`src/rtl/load_store_unit_pkg.sv`:
```
// Shared encodings, FSM state type and lane helpers for the load/store unit.
package load_store_unit_pkg;

    localparam logic [1:0] MEM_OP_NONE  = 2'b00;
    localparam logic [1:0] MEM_OP_LOAD  = 2'b01;
    localparam logic [1:0] MEM_OP_STORE = 2'b10;

    localparam logic [2:0] MEM_RD_NONE = 3'd0;
    localparam logic [2:0] MEM_RD_BYTE = 3'd1;
    localparam logic [2:0] MEM_RD_HALF = 3'd2;
    localparam logic [2:0] MEM_RD_WORD = 3'd3;
    localparam logic [2:0] MEM_RD_B_U  = 3'd4;
    localparam logic [2:0] MEM_RD_H_U  = 3'd5;

    localparam logic [3:0] MEM_WR_NONE = 4'b0000;
    localparam logic [3:0] MEM_WR_BYTE = 4'b0001;
    localparam logic [3:0] MEM_WR_HALF = 4'b0011;
    localparam logic [3:0] MEM_WR_WORD = 4'b1111;

    typedef enum logic [1:0] {
        ST_IDLE = 2'd0,
        ST_REQ  = 2'd1,
        ST_DONE = 2'd2
    } lsu_state_e;

    // Byte offset snapped to the access size: word -> 0, half -> even, byte -> as given.
    function automatic logic [1:0] natural_offset(input logic is_load, input logic [2:0] rtype,
                                                  input logic [3:0] mask, input logic [1:0] off);
        logic word;
        logic half;
        word = is_load ? (rtype == MEM_RD_WORD) : (mask == MEM_WR_WORD);
        half = is_load ? (rtype == MEM_RD_HALF || rtype == MEM_RD_H_U) : (mask == MEM_WR_HALF);
        if (word)      return 2'b00;
        else if (half) return {off[1], 1'b0};
        else           return off;
    endfunction

    function automatic logic is_misaligned(input logic is_load, input logic [2:0] rtype,
                                           input logic [3:0] mask, input logic [1:0] off);
        return natural_offset(is_load, rtype, mask, off) != off;
    endfunction

    // Replicating the datum across lanes makes the lane shift a no-op on wdata.
    function automatic logic [31:0] store_lanes(input logic [3:0] mask, input logic [31:0] data);
        case (mask)
            MEM_WR_BYTE: return {4{data[7:0]}};
            MEM_WR_HALF: return {2{data[15:0]}};
            default:     return data;
        endcase
    endfunction

endpackage

```
`src/rtl/load_store_unit_load_extend.sv`:
```
// Combinational byte/half extraction and sign/zero extension of bus read data.
module load_extend
    import load_store_unit_pkg::*;
(
    input  logic [31:0] rdata,
    input  logic [1:0]  offset,
    input  logic [2:0]  read_type,
    output logic [31:0] data
);

    logic [7:0]  byte_val;
    logic [15:0] half_val;

    always_comb begin
        byte_val = 8'h00;
        case (offset)
            2'd0: byte_val = rdata[7:0];
            2'd1: byte_val = rdata[15:8];
            2'd2: byte_val = rdata[23:16];
            2'd3: byte_val = rdata[31:24];
            default: byte_val = 8'h00;
        endcase
        half_val = offset[1] ? rdata[31:16] : rdata[15:0];

        data = 32'h0;
        case (read_type)
            MEM_RD_BYTE: data = {{24{byte_val[7]}}, byte_val};
            MEM_RD_HALF: data = {{16{half_val[15]}}, half_val};
            MEM_RD_WORD: data = rdata;
            MEM_RD_B_U:  data = {24'h0, byte_val};
            MEM_RD_H_U:  data = {16'h0, half_val};
            default:     data = 32'h0;
        endcase
    end

endmodule

```
`src/rtl/load_store_unit.sv`:
```
// Load/store unit: one req/ack bus transaction per memory command, with lane steering.
// Build option LSU_MISALIGN_TRAP_EN rejects misaligned accesses instead of aligning them.
module load_store_unit
    import load_store_unit_pkg::*;
#(
    parameter int BUS_TIMEOUT = 255
) (
    input  logic        clk,
    input  logic        rst,
    input  logic        start,
    input  logic [1:0]  mem_op,
    input  logic [2:0]  mem_read_type,
    input  logic [3:0]  mem_write_mask,
    input  logic [31:0] addr,
    input  logic [31:0] store_data,
    output logic        stall,
    output logic        done,
    output logic [31:0] load_data,
    output logic        misaligned,
    output logic        bus_err,
    output logic        bus_req,
    output logic        bus_we,
    output logic [29:0] bus_addr,
    output logic [31:0] bus_wdata,
    output logic [3:0]  bus_wstrb,
    input  logic [31:0] bus_rdata,
    input  logic        bus_ack
);

    localparam int CW = (BUS_TIMEOUT > 1) ? $clog2(BUS_TIMEOUT) : 1;
    localparam logic [CW-1:0] TERM = CW'((BUS_TIMEOUT > 0) ? BUS_TIMEOUT - 1 : 0);

    lsu_state_e  state;
    logic [CW-1:0] cnt;
    logic        lat_load;
    logic [2:0]  lat_rtype;
    logic [1:0]  lat_off;

    logic        cmd;
    logic        is_load;
    logic        trap;
    logic [1:0]  off;
    logic [31:0] ext_data;

    assign cmd     = start && (mem_op != MEM_OP_NONE);
    assign is_load = (mem_op == MEM_OP_LOAD);
    assign off     = natural_offset(is_load, mem_read_type, mem_write_mask, addr[1:0]);
    assign stall   = (state == ST_IDLE && cmd) || (state == ST_REQ);

`ifdef LSU_MISALIGN_TRAP_EN
    assign trap = is_misaligned(is_load, mem_read_type, mem_write_mask, addr[1:0]);
`else
    assign trap = 1'b0;
`endif

    load_extend u_load_extend (
        .rdata     (bus_rdata),
        .offset    (lat_off),
        .read_type (lat_rtype),
        .data      (ext_data)
    );

    always_ff @(posedge clk) begin
        if (rst) begin
            state      <= ST_IDLE;
            cnt        <= '0;
            lat_load   <= 1'b0;
            lat_rtype  <= MEM_RD_NONE;
            lat_off    <= 2'b00;
            done       <= 1'b0;
            misaligned <= 1'b0;
            bus_err    <= 1'b0;
            bus_req    <= 1'b0;
            bus_we     <= 1'b0;
            bus_addr   <= '0;
            bus_wdata  <= '0;
            bus_wstrb  <= '0;
            load_data  <= '0;
        end else begin
            done       <= 1'b0;
            misaligned <= 1'b0;
            bus_err    <= 1'b0;
            case (state)
                ST_IDLE: begin
                    if (cmd) begin
                        if (trap) begin
                            misaligned <= 1'b1;
                        end else begin
                            state     <= ST_REQ;
                            cnt       <= '0;
                            lat_load  <= is_load;
                            lat_rtype <= mem_read_type;
                            lat_off   <= off;
                            bus_req   <= 1'b1;
                            bus_we    <= !is_load;
                            bus_addr  <= addr[31:2];
                            bus_wdata <= store_lanes(mem_write_mask, store_data);
                            bus_wstrb <= mem_write_mask << off;
                        end
                    end
                end
                ST_REQ: begin
                    // Ack on the terminal count still completes normally.
                    if (bus_ack) begin
                        bus_req <= 1'b0;
                        done    <= 1'b1;
                        state   <= ST_DONE;
                        if (lat_load) load_data <= ext_data;
                    end else if (BUS_TIMEOUT != 0 && cnt == TERM) begin
                        bus_req <= 1'b0;
                        bus_err <= 1'b1;
                        state   <= ST_IDLE;
                    end else begin
                        cnt <= cnt + 1'b1;
                    end
                end
                ST_DONE: state <= ST_IDLE;
                default: state <= ST_IDLE;
            endcase
        end
    end

endmodule
```
`config.mk`:
```
export PLATFORM = sky130hd
export DESIGN_NAME = load_store_unit
export DESIGN_NICKNAME = d
export VERILOG_FILES = /design/src/rtl/load_store_unit_pkg.sv /design/src/rtl/load_store_unit_load_extend.sv /design/src/rtl/load_store_unit.sv
export SDC_FILE = /design/constraint.sdc
export NUM_CORES = 1
export LEC_CHECK = 0
export CORE_ASPECT_RATIO = 0.6
export CORE_MARGIN = 10
export CORE_UTILIZATION = 40
export DETAILED_ROUTE_END_ITERATION = 12
export PLACE_DENSITY = 0.76
export SYNTH_ARGS = -nofsm -noshare
export SYNTH_HDL_FRONTEND = slang
export SYNTH_HIERARCHICAL = 1
export SYNTH_SLANG_ARGS = --single-unit
```
`constraint.sdc`:
```
create_clock -name clk -period 1.7 [get_ports clk]
set_input_delay 0.51 -clock clk [delete_from_list [all_inputs] [get_ports clk]]
set_output_delay 0.51 -clock clk [all_outputs]
set_load 0.01 [all_outputs]
```
==> results of run 1 <==
[worst max-delay path, stage by stage]
cell,delay (ps)
dlygate4sd2_1,260
o21ai_2,150
a21oi_1,80
buf_2,150
[cell usage in the layout, fill, tap and decap left out, types with 3 or more instances in the layout]
cell type and instances:
clkbuf_8 3, nor3_1 9, clkbuf_16 17, a211oi_2 8
nand3_1 12, buf_12 7, a21oi_2 4, o2bb2ai_1 5
buf_4 88, nand4_1 3, nand2b_1 4, o21ai_0 17
nor2_1 27, mux2i_1 37, xnor2_1 5, dlygate4sd2_1 108
clkdlybuf4s50_1 99, buf_6 4, xor2_1 3, inv_1 16
nand2_1 197, dfxtp_1 116, a211oi_1 8, a21o_1 17
o22ai_1 6, bufinv_16 4, a21oi_1 98, a221o_1 6
buf_16 4, o211ai_1 15, nor2b_1 13, and3_1 5
[power breakdown]
part	switching [mW]	leakage, nW	internal [mW]
Combinational	0.777	2.88	0.819
Sequential	0.0689	0.963	2.89
Clock	1.36	0.310	2.57
Total	2.20	4.15	6.29
[state kept, by name, indices dropped and copies added (netlist names)]
signal and cells:
lat_rtype 3, bus_wdata 32, state 2, load_data 32, bus_req 1, bus_wstrb 4, bus_err 1, cnt 8
bus_addr 30, done 1, lat_load 1, lat_off 2, bus_we 1
[path summary, 6_finish.rpt]
| kind | cells after the start | end | start | slack, ps |
|---|---|---|---|---|
| worst min register to register | 2 | load_data[30]$_SDFFE_PP0P_ | load_data[30]$_SDFFE_PP0P_ | 450 |
| worst max register to register | 7 | load_data[9]$_SDFFE_PP0P_ | lat_off[1]$_SDFFE_PP0P_ | 60 |
| worst min-delay path | 2 | cnt[0]$_SDFFE_PP0P_ | rst | 370 |
| worst max-delay path | 4 | stall | mem_op[0] | 40 |
[kinds of logic (layout without fill, tap and decap cells)]
family | Yosys count | in the layout
other | 1 | 1
buffers and inverters | 72 | 363
adders and majority gates | 3 | 3
DFF | 118 | 118
AOI/OAI and AO/OA | 204 | 204
muxes | 40 | 40
and+or+nand+nor | 287 | 288
xor gates and xnor gates | 8 | 8
[through the flow]
stage                util  setup TNS, ps  total power [mW]
floorplan               -              0              3.67
global placement    0.623         -53960              4.53
detailed placement  0.623         -56500              4.55
CTS                 0.677              0              8.50
global route        0.682          -68.1              8.79
finish              0.682              0              8.49
[per-layer routing]
metal	part of all wire	up-vias
met5	0	-
met2	0.43	248
li1	-	3096
met3	0.12	22
met4	0.0083	0
met1	0.44	2940
[timing repair]
item	CTS	global route
setup buffers	5	2
endpoints found under the setup margin	204	35
pin swaps	6	3
resized for setup	129	25
gates cloned	7	0
[area by class of cell]
| class | count | area, um^2 | share of cell area |
|---|---|---|---|
| multi-input combinational | 544 | 3170 | 0.336 |
| timing repair buffer | 314 | 2950 | 0.313 |
| sequential | 118 | 2370 | 0.251 |
| clock buffer | 21 | 470 | 0.0499 |
| tap | 192 | 240 | 0.0255 |
| clock inverter | 11 | 171 | 0.0182 |
| inverter | 17 | 63.8 | 0.00676 |
==> qor.log, run 1 <==
INFO  run_status     status=complete, no violations
INFO  setup_path     critPathCaptureType=output pin
INFO  setup_path     start_kind=input port
INFO  synthesis      synth_cell_type_count=51
INFO  sta            hold-worst-slack=375ps
INFO  clock_network  postCtsHoldBufs=0
INFO  drt            drtPass1Iterations=5
INFO  global_route   antenna_found_initial=0
INFO  clock_network  clock-root-buffer=clkbuf_16
INFO  floorplanning  fp-row-count=33
INFO  drt            vias=6306
INFO  floorplanning  core_area=13800um^2
INFO  sta            setup_slack=44.8ps
INFO  cells_and_area finalNonFillerCells=1217
INFO  synthesis      yosys.area.top_type=dfxtp_1
INFO  global_route   grt.met1_usage=0.278
INFO  power_and_ir_drop vdd_drop_max=0.000618V
INFO  global_route   first_pass_grt_wire_length=34700um
INFO  synthesis      netlist_area=5720um^2
INFO  drt            drt_via_density=5.18
INFO  global_route   via_count_of_the_first_global_routing_pass=6383
INFO  cells_and_area n_antenna_cell=0
INFO  synthesis      synth_enable_flop_cells=0
INFO  clock_network  cts_tree=built
INFO  setup_path     critical_path_arrival=1150ps
INFO  global_route   global_route.overflow_total=0
INFO  power_and_ir_drop power.density_cell_area=900nW/um^2
INFO  synthesis      post_synth_main_area_contributors=dfxtp_1 41%, nand2_1 13%, a21oi_1 8.9%
INFO  sta            layout_worst_path_cycle_share=0.974
INFO  clock_network  worst_skew_pair.late_latency=420ps
INFO  clock_network  cts_made_buffers=17
INFO  sta            final_number_of_max_transition_violations=0
INFO  synthesis      main_synth_ff_type=dfxtp_1
INFO  setup_path     critPathKind=in2out
INFO  clock_network  cts_htree_levels=4
INFO  synthesis      seq_area_frac_synth=0.413
INFO  synthesis      post_synth_inst_count=733
INFO  sta            setup_repair_after_global_routing_missed_its_margin=true
INFO  sta            hold_fails_final_rpt=0
INFO  drt            detail_route.drc_violations=0
INFO  clock_network  clk_path_buf_depth=2
INFO  setup_path     worst-endpoint-required=1190ps
INFO  cells_and_area area_growth=65.1%
INFO  synthesis      ys_seq_elements=118
INFO  synthesis      synth_largest_type_area_fraction=0.413
INFO  worst_hold_path hold_class=in2reg
INFO  cells_and_area filler_cell_count=1149
INFO  synthesis      avg_inst_size_synth=7.80um^2
INFO  synthesis      syn-num-nets=844
INFO  placement      dp_cells=1172
INFO  flow_run       max_cap_violations=0
INFO  global_route   use_met2=0.331
INFO  clock_network  num_clock_sinks=118
INFO  global_route   globalRouteTotalUtil=0.219
INFO  drt            wire_per_inst=18.1um
INFO  global_route   grt_use_met3=0.104
INFO  floorplanning  die_width=174um
INFO  power_and_ir_drop p_leak=4.15nW
INFO  synthesis      synthSimpleGateAreaFrac=0.216
INFO  synthesis      synth_warnings=6
INFO  floorplanning  die_height=113um
INFO  synthesis      post_synth_most_frequent_cells=198 x nand2_1, 118 x dfxtp_1, 102 x a21oi_1
INFO  floorplanning  design.die.area=19600um^2
INFO  synthesis      synth_top_family_by_area=compound AO/OA/AOI/OAI gates
INFO  synthesis      synth_compound_gate_area_share=0.227
INFO  placement      dp_hpwl=16100um
INFO  cells_and_area drive_above_1_share=0.172
INFO  synthesis      async_reset_ff_frac=0
INFO  drt            postRouteWirelength=22100um
INFO  placement      placement.setup.worst_slack=-606ps
INFO  drt            drt_iter0_markers=480
INFO  clock_network  clk_pin_slew_worst_paths=50ps
INFO  sta            min_period=1660ps
INFO  floorplanning  initial_core_util=0.413
INFO  global_route   gr-max-usage-layer=met2
INFO  global_route   grt_start_max_net_pins=35
INFO  synthesis      yosys.area_share.xor_xnor=0.0123
INFO  floorplanning  pin_count=213
INFO  synthesis      synthAdderAreaFrac=0.00613
INFO  placement      place_area=8610um^2
INFO  drt            antenna_violating_nets_post_route=0
INFO  sta            maxClockFrequency=604MHz
INFO  synthesis      synth_most_common_cell=nand2_1
INFO  sta            timing.clock.skew=13.1ps
INFO  setup_path     cp_max_fanout=2
INFO  cells_and_area finalInstanceArea=9440um^2
INFO  sta            finish_stage_setup_viols=0
INFO  synthesis      synth.mux.area_fraction=0.0709
INFO  placement      finalWeightedCongestion=0.916
INFO  cells_and_area num-nets-final=1123
INFO  placement      port_buffers=211
Power figures use the tool's default switching activity.
==> inputs of run 2 (changes only) <==
--- a/config.mk
+++ b/config.mk
@@ -10,6 +10,7 @@
 export CORE_UTILIZATION = 40
 export DETAILED_ROUTE_END_ITERATION = 12
 export PLACE_DENSITY = 0.76
+export SETUP_SLACK_MARGIN = 0.02
 export SYNTH_ARGS = -nofsm -noshare
 export SYNTH_HDL_FRONTEND = slang
 export SYNTH_HIERARCHICAL = 1
==> run 2 against run 1 <==
Effect of this change: critical path type is now reg2reg; sequential power hardly changed; first-iteration DRC count increased by 9.0%; largest power group unchanged; clock power shrank 1%; worst setup slack improved by 25 ps; non-clock buffer count fell by 23.
==> qor.log, run 2 (same netlist as run 1, synthesis figures left out) <==
INFO  cells_and_area final_cell_mix=198 x nand2_1, 114 x dfxtp_1, 103 x dlygate4sd2_1, 99 x a21oi_1, 93 x clkdlybuf4s50_1
INFO  setup_path     r2r.worst_path.cells=8 [+1]
INFO  floorplanning  core_area=13800um^2 [unchanged]
INFO  placement      dp_hpwl=15900um [-1.2%]
INFO  placement      port_buffers=211 [unchanged]
INFO  sta            hold_fails_final_rpt=0 [unchanged]
INFO  drt            wire_per_inst=18.0um [-0.84%]
INFO  setup_path     worst-path-stages=8 [+4]
INFO  worst_hold_path timing.hold.worst_path_depth=3 [+1]
INFO  sta            setup_repair_after_global_routing_missed_its_margin=true
INFO  worst_hold_path timing.hold.worst.start=mem_read_type[1]
INFO  setup_path     critical_path_arrival=1910ps [+760 ps]
INFO  sta            layout_worst_path_cycle_share=0.959 [-0.0147]
INFO  setup_path     timing.critical_path.max_delay_family=compound AO/OA/AOI/OAI gates
INFO  floorplanning  design.die.area=19600um^2 [unchanged]
INFO  floorplanning  initial_core_util=0.413 [unchanged]
INFO  global_route   globalRouteTotalUtil=0.211 [-0.00758]
INFO  floorplanning  pin_count=213 [unchanged]
INFO  worst_hold_path hold_end=lat_rtype[1]$_SDFFE_PP0P_
INFO  placement      placement.setup.worst_slack=-590ps [+16.4 ps]
INFO  global_route   first_pass_grt_wire_length=33700um [-2.7%]
INFO  cells_and_area mostFrequentLayoutCell=nand2_1
INFO  power_and_ir_drop vdd_drop_max=0.000589V [-4.8%]
INFO  sta            min_period=1630ps [-25.0 ps]
INFO  drt            antenna_violating_nets_post_route=0 [unchanged]
INFO  floorplanning  die_height=113um [unchanged]
INFO  clock_network  cts_made_buffers=17 [unchanged]
INFO  setup_path     crit_path_frequent_cell=nand2_1
INFO  sta            setup_slack=69.8ps [+25.0 ps]
INFO  cells_and_area drive_above_1_share=0.159 [-0.0129]
INFO  clock_network  cts_htree_levels=4 [unchanged]
INFO  cells_and_area filler_cell_count=1146 [-0.26%]
INFO  setup_path     critPathCaptureType=flip-flop
INFO  power_and_ir_drop internal-power=6.24mW [-0.71%]
INFO  run_status     status=complete, no violations
INFO  setup_path     worstPathBufferInverterCount=2 [unchanged]
INFO  sta            maxClockFrequency=613MHz [+1.5%]
INFO  power_and_ir_drop p_leak=4.14nW [-0.16%]
INFO  power_and_ir_drop pwr-share-seq=0.354 [+0.005]
INFO  setup_path     crit_path_max_incr_delay=380ps [+120 ps]
INFO  clock_network  clk_pin_slew_worst_paths=60ps [about the same]
INFO  placement      finalWeightedCongestion=0.901 [-1.6%]
INFO  setup_path     regToRegSetupSlack=70ps [about the same]
INFO  clock_network  cts_tree=built
INFO  setup_path     critical_path.slowest_cell=a221o_1
INFO  cells_and_area post-route-util=0.674 [-0.00778]
INFO  global_route   global_route.overflow_total=0 [unchanged]
INFO  drt            drt_via_density=5.15 [-0.63%]
INFO  drt            drtPass1Iterations=5 [unchanged]
INFO  flow_run       max_cap_violations=0 [unchanged]
INFO  drt            drt_iter0_markers=523 [+9.0%]
INFO  cells_and_area num-nets-final=1099 [-2.1%]
INFO  power_and_ir_drop power.density_cell_area=898nW/um^2 [-0.19%]
INFO  clock_network  clock-root-buffer=clkbuf_16
INFO  floorplanning  die_width=174um [unchanged]
INFO  drt            vias=6148 [-2.5%]
INFO  cells_and_area reg_top3=bus_wdata x32, load_data x32, bus_addr x30
INFO  drt            detail_route.drc_violations=0 [unchanged]
INFO  sta            timing.clock.skew=12.4ps [-0.745 ps]
INFO  setup_path     cp_max_fanout=14 [+12]
INFO  cells_and_area multi_input_comb_area=3170um^2 [-0.16%]
INFO  worst_hold_path hold_class=in2reg
INFO  setup_path     path_cells=buf_4 > nor2b_1 > buf_12 > nand2_1 > o21ai_0 > a221o_1 > nand2_1 > a21oi_1
INFO  power_and_ir_drop clock_power_share=0.465 [+0.002]
INFO  setup_path     worst-endpoint-required=1980ps [+790 ps]
INFO  clock_network  num_clock_sinks=118 [unchanged]
INFO  sta            final_number_of_max_transition_violations=0 [unchanged]
INFO  clock_network  clk_path_buf_depth=2 [unchanged]
INFO  floorplanning  fp-row-count=33 [unchanged]
INFO  power_and_ir_drop netSwitchingPower=2.14mW [-3.1%]
INFO  power_and_ir_drop post-layout-total-power=8.38mW [-1.3%]
INFO  cells_and_area area_growth=63.2%
INFO  setup_path     critPathKind=reg2reg
INFO  drt            postRouteWirelength=21500um [-2.7%]
INFO  global_route   antenna_found_initial=1 [+1]
INFO  setup_path     r2r_start=lat_off[1]$_SDFFE_PP0P_
INFO  sta            finish_stage_setup_viols=0 [unchanged]
INFO  global_route   via_count_of_the_first_global_routing_pass=6032 [-5.5%]
INFO  clock_network  postCtsHoldBufs=0 [unchanged]
INFO  setup_path     worstReg2RegEnd=load_data[9]$_SDFFE_PP0P_
INFO  global_route   grt_start_max_net_pins=46 [+31%]
INFO  power_and_ir_drop netSwitchingFraction=0.255 [-0.00457]
INFO  power_and_ir_drop comb_power_share=0.181 [-0.007]
INFO  cells_and_area ff_latch_area=2370um^2 [+0.11%]
INFO  setup_path     start_kind=flip-flop
INFO  clock_network  worst_skew_pair.late_latency=410ps [about the same]
run 2: cell count changes in the layout (fill, tap and decap cells not counted), sizes merged, moves of 3 or more:
cell	change
clkinv	-3
clkinvlp	+3
dlymetal6s2s	+12
dlygate4sd2	-5
buf	-24
clkdlybuf4s50	-6
run 2: layer usage:
layer  global-route usage  vias to the layer above  wire (um)
li1                     -                     3035          -
met1                0.281                     2827       9540
met2                0.298                      271       8960
met3                0.100                       15       2750
met4               0.0556                        0        214
met5                    0                        -          0
run 2: worst max path at each step:
stage                                       start                         end  slack (ps)
after floorplan                 mem_write_mask[3]  bus_wdata[10]$_SDFFE_PP0P_          20
final                     lat_off[1]$_SDFFE_PP0P_   load_data[9]$_SDFFE_PP0P_          70
after detailed placement                mem_op[1]                       stall        -590
after CTS                               mem_op[1]                       stall        -170
after global placement                  mem_op[0]   bus_wstrb[1]$_SDFFE_PP0P_        -590
after global routing      lat_off[1]$_SDFFE_PP0P_  load_data[20]$_SDFFE_PP0P_          20
run 2: tightest hold or removal path: cells and delay by family:
kind | cells | cell delay, ps
AND/OR/NAND/NOR | 1 | 60
buffers and inverters | 1 | 140
AO/OA/AOI/OAI | 1 | 50
run 2: metrics by stage:
step	setup TNS [ps]	cells	hold slack [ps]	cell area, um^2
after floorplan	0	733	471	5740
after detailed placement	-51690	1153	448	8530
final	0	1194	405	9330
after CTS	-5910	1188	408	9160
after global routing	0	1194	418	9330
after global placement	-50770	1153	441	8530
run 2: cell type report:
| type | count | share of cell area |
|---|---|---|
| antenna | 1 | 0.000268 |
| clock buffer | 21 | 0.0504 |
| clock inverter | 11 | 0.0184 |
| inverter | 17 | 0.00684 |
| multi-input combinational | 543 | 0.339 |
| sequential | 118 | 0.254 |
| tap | 192 | 0.0258 |
| timing repair buffer | 291 | 0.305 |
run 2: power groups by stage:
stage / clock, mW / sequential [mW] / combinational (mW)
2_1_floorplan: 0 / 3.07 / 0.602
3_3_place_gp: 0 / 3.02 / 1.50
3_5_place_dp: 0 / 3.03 / 1.50
4_1_cts: 3.93 / 2.97 / 1.48
5_1_grt: 4.07 / 2.98 / 1.65
6_report: 3.89 / 2.97 / 1.52
run 2: what timing repair did:
| item | in CTS | in global routing |
|---|---|---|
| pin swaps | 2 | 13 |
| setup buffers | 1 | 3 |
| gates cloned | 2 | 2 |
| endpoints found under the setup margin | 195 | 106 |
| resized for setup | 128 | 38 |
